--- src/rtl/vision_pkg.sv ---
// Shared definitions for the vision pipeline stages: default geometry,
// accumulator sizing, the coefficient bank type and the rounding and
// saturation helpers used by the output stage of the filters.
package vision_pkg;

    localparam int DEF_DATA_WIDTH  = 8;
    localparam int DEF_KERNEL_SIZE = 3;
    localparam int DEF_COEF_WIDTH  = 8;
    localparam int DEF_SHIFT_WIDTH = 4;
    localparam int DEF_TAPS        = DEF_KERNEL_SIZE * DEF_KERNEL_SIZE;

    // Accumulator width for a K x K sum of (unsigned pixel x signed coef)
    // products: one sign bit for the zero-extended pixel plus enough growth
    // bits that the full sum can never wrap.
    function automatic int acc_width(input int data_width,
                                     input int coef_width,
                                     input int kernel_size);
        return data_width + coef_width + 1 + $clog2(kernel_size * kernel_size);
    endfunction

    localparam int DEF_ACC_WIDTH = acc_width(DEF_DATA_WIDTH, DEF_COEF_WIDTH,
                                             DEF_KERNEL_SIZE);

    // Coefficient bank for the default geometry, tap index = row*K + col.
    typedef logic signed [DEF_COEF_WIDTH-1:0] coef_bank_t [DEF_TAPS];

    // Identity kernel: centre tap 1, every other tap 0.
    function automatic int identity_tap(input int idx, input int kernel_size);
        return (idx == (kernel_size * kernel_size) / 2) ? 1 : 0;
    endfunction

    // Round-half-up arithmetic right shift: add half an LSB of the result
    // before shifting so that .5 fractions round towards +infinity.
    function automatic logic signed [63:0] round_shift(input logic signed [63:0] value,
                                                       input int shift);
        logic signed [63:0] bias;
        bias = 64'sd0;
        if (shift > 0) begin
            bias = 64'sd1 <<< (shift - 1);
        end
        return (value + bias) >>> shift;
    endfunction

    // Clamp a signed value into the unsigned range [0, 2^width - 1].
    function automatic logic signed [63:0] saturate(input logic signed [63:0] value,
                                                    input int width);
        logic signed [63:0] max_val;
        max_val = (64'sd1 <<< width) - 64'sd1;
        if (value < 64'sd0) begin
            return 64'sd0;
        end
        if (value > max_val) begin
            return max_val;
        end
        return value;
    endfunction

endpackage

--- src/rtl/conv_adder_tree.sv ---
// Two-level registered signed reduction of N_TERMS products. Level 1 sums
// groups of GROUP terms (one kernel row each for a convolution), level 2
// adds the group sums. A sideband word travels alongside with the same
// two-cycle latency so callers can keep per-sample metadata aligned.
module conv_adder_tree
    import vision_pkg::*;
#(
    parameter int N_TERMS    = DEF_TAPS,
    parameter int GROUP      = DEF_KERNEL_SIZE,
    parameter int IN_WIDTH   = DEF_DATA_WIDTH + DEF_COEF_WIDTH + 1,
    parameter int OUT_WIDTH  = DEF_ACC_WIDTH,
    parameter int SIDE_WIDTH = 1
) (
    input  logic                                 clk,
    input  logic                                 rst,
    input  logic                                 in_valid_i,
    input  logic [N_TERMS-1:0][IN_WIDTH-1:0]     terms_i,
    input  logic [SIDE_WIDTH-1:0]                side_i,
    output logic                                 out_valid_o,
    output logic signed [OUT_WIDTH-1:0]          sum_o,
    output logic [SIDE_WIDTH-1:0]                side_o
);

    localparam int N_GROUPS = (N_TERMS + GROUP - 1) / GROUP;

    logic signed [OUT_WIDTH-1:0] group_d [N_GROUPS];
    logic signed [OUT_WIDTH-1:0] group_q [N_GROUPS];
    logic                        lvl1_valid_q;
    logic [SIDE_WIDTH-1:0]       lvl1_side_q;

    logic signed [OUT_WIDTH-1:0] sum_d;
    logic signed [OUT_WIDTH-1:0] sum_q;
    logic                        lvl2_valid_q;
    logic [SIDE_WIDTH-1:0]       lvl2_side_q;

    // Level 1: sign-extend each product and add it into its group.
    always_comb begin
        for (int g = 0; g < N_GROUPS; g++) begin
            group_d[g] = '0;
            for (int t = 0; t < GROUP; t++) begin
                if (g * GROUP + t < N_TERMS) begin
                    group_d[g] = group_d[g]
                               + OUT_WIDTH'($signed(terms_i[g * GROUP + t]));
                end
            end
        end
    end

    // Level 1 register: group partial sums, valid and sideband.
    always_ff @(posedge clk) begin
        if (rst) begin
            for (int g = 0; g < N_GROUPS; g++) begin
                group_q[g] <= '0;
            end
            lvl1_valid_q <= 1'b0;
            lvl1_side_q  <= '0;
        end else begin
            for (int g = 0; g < N_GROUPS; g++) begin
                group_q[g] <= group_d[g];
            end
            lvl1_valid_q <= in_valid_i;
            lvl1_side_q  <= side_i;
        end
    end

    // Level 2: add the group partial sums.
    always_comb begin
        sum_d = '0;
        for (int g = 0; g < N_GROUPS; g++) begin
            sum_d = sum_d + group_q[g];
        end
    end

    // Level 2 register: final sum, valid and sideband.
    always_ff @(posedge clk) begin
        if (rst) begin
            sum_q        <= '0;
            lvl2_valid_q <= 1'b0;
            lvl2_side_q  <= '0;
        end else begin
            sum_q        <= sum_d;
            lvl2_valid_q <= lvl1_valid_q;
            lvl2_side_q  <= lvl1_side_q;
        end
    end

    assign out_valid_o = lvl2_valid_q;
    assign sum_o       = sum_q;
    assign side_o      = lvl2_side_q;

endmodule

--- src/rtl/conv3x3_filter.sv ---
// K x K convolution stage fed by the line buffer window stream. Products
// are formed with the kernel in force for each window and registered, the
// adder tree reduces them over two cycles, and the output stage rounds,
// normalises and saturates: a window accepted at edge N is output at N+3.
// Coefficients are double-banked; a committed shadow bank becomes active
// only on a frame_start so a frame never mixes kernels.
module conv3x3_filter
    import vision_pkg::*;
#(
    parameter int DATA_WIDTH  = DEF_DATA_WIDTH,
    parameter int KERNEL_SIZE = DEF_KERNEL_SIZE,
    parameter int COEF_WIDTH  = DEF_COEF_WIDTH,
    parameter int SHIFT_WIDTH = DEF_SHIFT_WIDTH
) (
    input  logic                                                   clk,
    input  logic                                                   rst,
    input  logic                                                   frame_start,
    input  logic [15:0]                                            img_width,
    input  logic                                                   window_valid,
    input  logic [KERNEL_SIZE-1:0][KERNEL_SIZE-1:0][DATA_WIDTH-1:0] window_data,
    input  logic                                                   coef_wr_en,
    input  logic [3:0]                                             coef_wr_addr,
    input  logic signed [COEF_WIDTH-1:0]                           coef_wr_data,
    input  logic [SHIFT_WIDTH-1:0]                                 shift_wr,
    input  logic                                                   coef_commit,
    output logic                                                   pixel_valid,
    output logic [DATA_WIDTH-1:0]                                  pixel_data,
    output logic                                                   pixel_last,
    output logic                                                   commit_pending
);

    localparam int TAPS      = KERNEL_SIZE * KERNEL_SIZE;
    localparam int PROD_W    = DATA_WIDTH + 1 + COEF_WIDTH;
    localparam int ACC_WIDTH = acc_width(DATA_WIDTH, COEF_WIDTH, KERNEL_SIZE);
    localparam int SIDE_W    = SHIFT_WIDTH + 1;

    // ---------------- coefficient banks ----------------
    logic signed [COEF_WIDTH-1:0] shadow_coef_q [TAPS];
    logic signed [COEF_WIDTH-1:0] shadow_coef_d [TAPS];
    logic signed [COEF_WIDTH-1:0] active_coef_q [TAPS];
    logic signed [COEF_WIDTH-1:0] active_coef_d [TAPS];
    logic [SHIFT_WIDTH-1:0]       shadow_shift_q, shadow_shift_d;
    logic [SHIFT_WIDTH-1:0]       active_shift_q, active_shift_d;
    logic                         pending_q, pending_d;
    logic                         apply_commit;

    // A swap happens on frame_start if a commit is outstanding or arrives
    // in the same cycle.
    assign apply_commit = frame_start && (pending_q || coef_commit);

    // Shadow writes, commit bookkeeping and the shadow-to-active swap. The
    // swap uses the next shadow value so a same-cycle write is included,
    // and active_*_d doubles as the kernel applied to this cycle's window.
    always_comb begin
        for (int i = 0; i < TAPS; i++) begin
            shadow_coef_d[i] = shadow_coef_q[i];
            if (coef_wr_en && (int'(coef_wr_addr) == i)) begin
                shadow_coef_d[i] = coef_wr_data;
            end
        end
        shadow_shift_d = coef_commit ? shift_wr : shadow_shift_q;
        for (int i = 0; i < TAPS; i++) begin
            active_coef_d[i] = apply_commit ? shadow_coef_d[i] : active_coef_q[i];
        end
        active_shift_d = apply_commit ? shadow_shift_d : active_shift_q;
        if (apply_commit) begin
            pending_d = 1'b0;
        end else if (coef_commit) begin
            pending_d = 1'b1;
        end else begin
            pending_d = pending_q;
        end
    end

    // Coefficient bank registers; both banks reset to the identity kernel.
    always_ff @(posedge clk) begin
        if (rst) begin
            for (int i = 0; i < TAPS; i++) begin
                shadow_coef_q[i] <= COEF_WIDTH'(identity_tap(i, KERNEL_SIZE));
                active_coef_q[i] <= COEF_WIDTH'(identity_tap(i, KERNEL_SIZE));
            end
            shadow_shift_q <= '0;
            active_shift_q <= '0;
            pending_q      <= 1'b0;
        end else begin
            for (int i = 0; i < TAPS; i++) begin
                shadow_coef_q[i] <= shadow_coef_d[i];
                active_coef_q[i] <= active_coef_d[i];
            end
            shadow_shift_q <= shadow_shift_d;
            active_shift_q <= active_shift_d;
            pending_q      <= pending_d;
        end
    end

    assign commit_pending = pending_q;

    // ---------------- column counter / last flag ----------------
    logic [15:0] col_q, col_d, col_cur;
    logic [16:0] last_col;
    logic        win_last;

    // frame_start forces column 0, including for a window in the same
    // cycle. Narrow images (width <= K) produce one window per row.
    always_comb begin
        col_cur  = frame_start ? 16'd0 : col_q;
        last_col = {1'b0, img_width} - 17'(KERNEL_SIZE);
        win_last = ({1'b0, img_width} <= 17'(KERNEL_SIZE))
                || ({1'b0, col_cur} == last_col);
        col_d    = col_q;
        if (window_valid) begin
            col_d = win_last ? 16'd0 : col_cur + 16'd1;
        end else if (frame_start) begin
            col_d = 16'd0;
        end
    end

    // Column counter register.
    always_ff @(posedge clk) begin
        if (rst) begin
            col_q <= '0;
        end else begin
            col_q <= col_d;
        end
    end

    // ---------------- stage 1: products ----------------
    logic [TAPS-1:0][PROD_W-1:0] prod_d;
    logic [TAPS-1:0][PROD_W-1:0] prod_q;
    logic                        s1_valid_q;
    logic                        s1_last_q;
    logic [SHIFT_WIDTH-1:0]      s1_shift_q;

    for (genvar gi = 0; gi < TAPS; gi++) begin : g_tap
        logic signed [PROD_W-1:0] pix_ext;
        logic signed [PROD_W-1:0] coef_ext;
        // Pixel is zero-extended so it stays positive in signed arithmetic.
        assign pix_ext    = PROD_W'({1'b0, window_data[gi / KERNEL_SIZE][gi % KERNEL_SIZE]});
        assign coef_ext   = PROD_W'(active_coef_d[gi]);
        assign prod_d[gi] = pix_ext * coef_ext;
    end

    // Stage 1 register: products plus the shift and last flag of the window.
    always_ff @(posedge clk) begin
        if (rst) begin
            prod_q     <= '0;
            s1_valid_q <= 1'b0;
            s1_last_q  <= 1'b0;
            s1_shift_q <= '0;
        end else begin
            prod_q     <= prod_d;
            s1_valid_q <= window_valid;
            s1_last_q  <= window_valid && win_last;
            s1_shift_q <= active_shift_d;
        end
    end

    // ---------------- stage 2: adder tree ----------------
    logic                        tree_valid;
    logic signed [ACC_WIDTH-1:0] tree_sum;
    logic [SIDE_W-1:0]           tree_side;

    conv_adder_tree #(
        .N_TERMS    (TAPS),
        .GROUP      (KERNEL_SIZE),
        .IN_WIDTH   (PROD_W),
        .OUT_WIDTH  (ACC_WIDTH),
        .SIDE_WIDTH (SIDE_W)
    ) u_tree (
        .clk         (clk),
        .rst         (rst),
        .in_valid_i  (s1_valid_q),
        .terms_i     (prod_q),
        .side_i      ({s1_shift_q, s1_last_q}),
        .out_valid_o (tree_valid),
        .sum_o       (tree_sum),
        .side_o      (tree_side)
    );

    // ---------------- stage 3: normalise and saturate ----------------
    logic signed [63:0]    rounded;
    logic signed [63:0]    clamped;
    logic                  pixel_valid_q, pixel_valid_d;
    logic                  pixel_last_q, pixel_last_d;
    logic [DATA_WIDTH-1:0] pixel_data_q, pixel_data_d;

    // Round-half-up shift by the shift captured with the window, then clamp.
    always_comb begin
        rounded       = round_shift(64'(tree_sum), int'(tree_side[SIDE_W-1:1]));
        clamped       = saturate(rounded, DATA_WIDTH);
        pixel_valid_d = tree_valid;
        pixel_last_d  = tree_valid && tree_side[0];
        pixel_data_d  = tree_valid ? DATA_WIDTH'(clamped) : pixel_data_q;
    end

    // Output register.
    always_ff @(posedge clk) begin
        if (rst) begin
            pixel_valid_q <= 1'b0;
            pixel_last_q  <= 1'b0;
            pixel_data_q  <= '0;
        end else begin
            pixel_valid_q <= pixel_valid_d;
            pixel_last_q  <= pixel_last_d;
            pixel_data_q  <= pixel_data_d;
        end
    end

    assign pixel_valid = pixel_valid_q;
    assign pixel_last  = pixel_last_q;
    assign pixel_data  = pixel_data_q;

endmodule

--- config.mk ---
export PLATFORM = sky130hd
export DESIGN_NAME = conv3x3_filter
export DESIGN_NICKNAME = d
export VERILOG_FILES = /design/src/rtl/vision_pkg.sv /design/src/rtl/conv_adder_tree.sv /design/src/rtl/conv3x3_filter.sv
export SDC_FILE = /design/constraint.sdc
export NUM_CORES = 2
export LEC_CHECK = 0
export CORE_ASPECT_RATIO = 0.9
export CORE_MARGIN = 2
export CORE_UTILIZATION = 30
export DETAILED_ROUTE_END_ITERATION = 6
export SYNTH_ARGS = -nofsm -noshare
export SYNTH_HDL_FRONTEND = slang
export SYNTH_HIERARCHICAL = 1
export SYNTH_SLANG_ARGS = --single-unit
--- constraint.sdc ---
create_clock -name clk -period 21 [get_ports clk]
set_clock_uncertainty 0.05 [all_clocks]
set_input_delay 6.3 -clock clk [delete_from_list [all_inputs] [get_ports clk]]
set_output_delay 6.3 -clock clk [all_outputs]
set_load 0.005 [all_outputs]
==> impl_metrics.yaml <==
drt:
  wl_um: 117000
  drt-wirelength-per-cell_um: 16.4
  route.detailed.drc: 1
  vias_per_cell: 4.83
  ant_nets: 0
  firstDrtPassIters: 7
  vias: 34300
  drtIter0Drc: 2154
clock_network:
  clkTransAtPathRegs_ps: 60
  cts_htree_levels: 2
  cts.sinks: 424
  cts_tree: "yes"
  ctsLongestPathBuffers: 3
  cts_setup_buffers: 0
  cts_resized: 0
  cts_buffers: 51
  worstSkewPairLatency_ps: 610
  cts-hold-fix-buffers: 0
  cts_root_buf: "clkbuf_16"
finish:
  drive_gt1_share_pct: 3.50
  nFillCells: 15000
  fin_nets: 6157
  fin_util_pct: 33.6
  final_cell_mix: "inv_1, ha_1, nand2_1, nor2_1, dfxtp_1"
  final_common_cell: "inv_1"
  antenna_cells: 0
  finalNonFillerCells: 7108
  synthToLayoutAreaGrowth_pct: 11.4
floorplanning:
  core_mm2: 0.144
  dieArea_mm2: 0.148
  start_util_pct: 30.2
  rows: 132
  die_y_um: 365
  die_x_um: 405
  ios: 121
logic_synthesis:
  synth_top_area_share_pct: 19.5
  synth_warnings: 6
  async_reset_ff_share_pct: 0
  syn_area_per_cell_um2: 8.60
  yosys.area.top_type: "dfxtp_1"
  synthFlopType: "dfxtp_1"
  synth-edff-count: 0
  netlist_instances: 5052
  synth_seq_cells: 424
  syn_area_mm2: 0.0434
  synthTopCellsByArea: "dfxtp_1, fa_1, ha_1, inv_1, and2_1"
  synth.distinct_cells: 106
  ys_seq_area_share_pct: 19.5
sta:
  worstMarginPinSlew_ps: 1190
  setup_violations: 0
  period_share_pct: 64.7
  report.final.slew_viol_count: 0
  max_freq_mhz: 73.6
  rsz0062_at_grt: "no"
  layout_min_cycle_time_ps: 13590
  max_slew_margin_pct: 20.6
  finalHoldViolCount: 0
  tns_ps: 0
placement:
  dpl.cell_count: 7015
  port_buffers: 120
  dp_hpwl_um: 92800
  gp_congestion: 0.937
setup_path:
  crit_path_start_kind: "input pin"
  crit_start: "frame_start"
  crit_arrival_ps: 14000
  crit_required_ps: 21410
  cp_max_fo: 84
  critPathKind: "in -> reg"
  r2r_start: "u_tree/side_o[2]$_SDFF_PP0_"
  cp-end-kind: "flop"
run_status:
  violations: "DRC"
  status: "finished with violations"
power:
  power.total_mw: 2.14
  leakage_nw: 22.8
  power_density_mw_per_mm2: 44.1
  ir_drop_mv: 0.0704
global_route:
  antenna_found_initial: 4
  grt_pass1_wl_um: 190000
  grt_pass1_vias: 34400
  grt_max_degree: 181
  grt_usage_pct: 15.9
  grt_overflow_total: 0
worst_hold_path:
  min_path_type: "reg -> reg"
  hold_start: "s1_last_q$_SDFF_PP0_"
job:
  drv_cap: 0
-- worst max-delay path, cell delays in order --
cell and delay (ps):
clkdlybuf4s50_1 770, o21ai_4 170, buf_4 630, buf_4 880, o21ai_0 550, and2_1 320
ha_1 310, fa_1 470, ha_1 300, inv_1 50, fa_1 460, inv_1 70
ha_1 180, inv_1 60, fa_1 380, nor2b_1 160, o21ai_0 110, a21boi_0 290
o21ai_0 170, a21boi_0 290, o21ai_0 140, a21oi_1 200, o21ai_0 110, nand2b_1 110
a21o_1 120, a21oi_1 70, xnor2_1 180, nor2_1 60
-- metal layers --
layer | up-vias | global-route usage [%] | share of wire, %
met1 | 16600 | 22.5 | 48
met3 | 104 | 2.07 | 5.0
met4 | 4 | 2.58 | 1.4
met5 | - | 0 | 0.026
li1 | 16900 | - | -
met2 | 754 | 25.9 | 45
-- path summary, 6_finish.rpt --
kind                                      end  slack [ps]  cells past startpoint
min reg2reg  u_tree/lvl1_side_q[0]$_SDFF_PP0_         380                      1
min          u_tree/lvl1_side_q[0]$_SDFF_PP0_         380                      1
max reg2reg        pixel_data[6]$_SDFFE_PP0P_       13030                     22
max                    prod_q[118]$_SDFF_PP0_        7410                     28
-- metrics by stage --
step | hold WS (ps) | worst slack [ps] | instance area, µm²
after global placement | 368 | 6900 | 46600
final | 383 | 7410 | 48400
after floorplan | 356 | 8900 | 43600
after global routing | 406 | 6690 | 48400
after detailed placement | 375 | 6890 | 46600
after CTS | 389 | 7510 | 48400
-- cell usage after synthesis, drive strengths merged (114+ instances only) --
cell and instances:
fa 408, inv 589, and2 319, nor2 426, dfxtp 424, o21ai 262
nor2b 164, clkbuf 114, ha 514, nand2 489, xnor2 156, a21oi 246
-- sequential cells by signal (all words and copies together), names as in the netlist --
register             flops
s1_shift_q               4
col_q                   16
shadow_shift_q           4
u_tree/side_o            5
pixel_last               1
u_tree/out_valid_o       1
s1_last_q                1
u_tree/sum_o            21
prod_q                 153
commit_pending           1
u_tree/group_q          57
u_tree/lvl1_side_q       5
pixel_valid              1
shadow_coef_q           72
pixel_data               8
active_coef_q           72
s1_valid_q               1
u_tree/lvl1_valid_q      1
-- report_power, final --
| group | total (mW) | internal (mW) | leakage (nW) | switching, mW |
|---|---|---|---|---|
| logic | 0.377 | 0.135 | 18.5 | 0.242 |
| registers | 0.833 | 0.823 | 3.43 | 0.0107 |
| clock network | 0.925 | 0.553 | 0.852 | 0.372 |
| total | 2.14 | 1.51 | 22.8 | 0.624 |
-- kinds of logic after synthesis --
logic type                 share of synthesized area [%]
xor gates and xnor gates                            4.30
and+or+nand+nor                                     20.1
muxes                                               3.07
AOI/OAI and AO/OA                                   12.5
adders and majority gates                           33.6
DFF                                                 19.5
buffers and inverters                               6.92
other                                            0.00863
-- cell type report --
| type | count | area (µm²) | share of cell area [%] |
|---|---|---|---|
| inverters | 591 | 2220 | 4.59 |
| flip-flops and latches | 424 | 8490 | 17.5 |
| multi-input cells | 3914 | 32100 | 66.3 |
| repair buffers | 143 | 1390 | 2.88 |
| well taps | 1943 | 2430 | 5.02 |
| clock buffers | 66 | 1420 | 2.94 |
| clock inverters | 27 | 338 | 0.698 |
(Power assumes the default switching activity.)
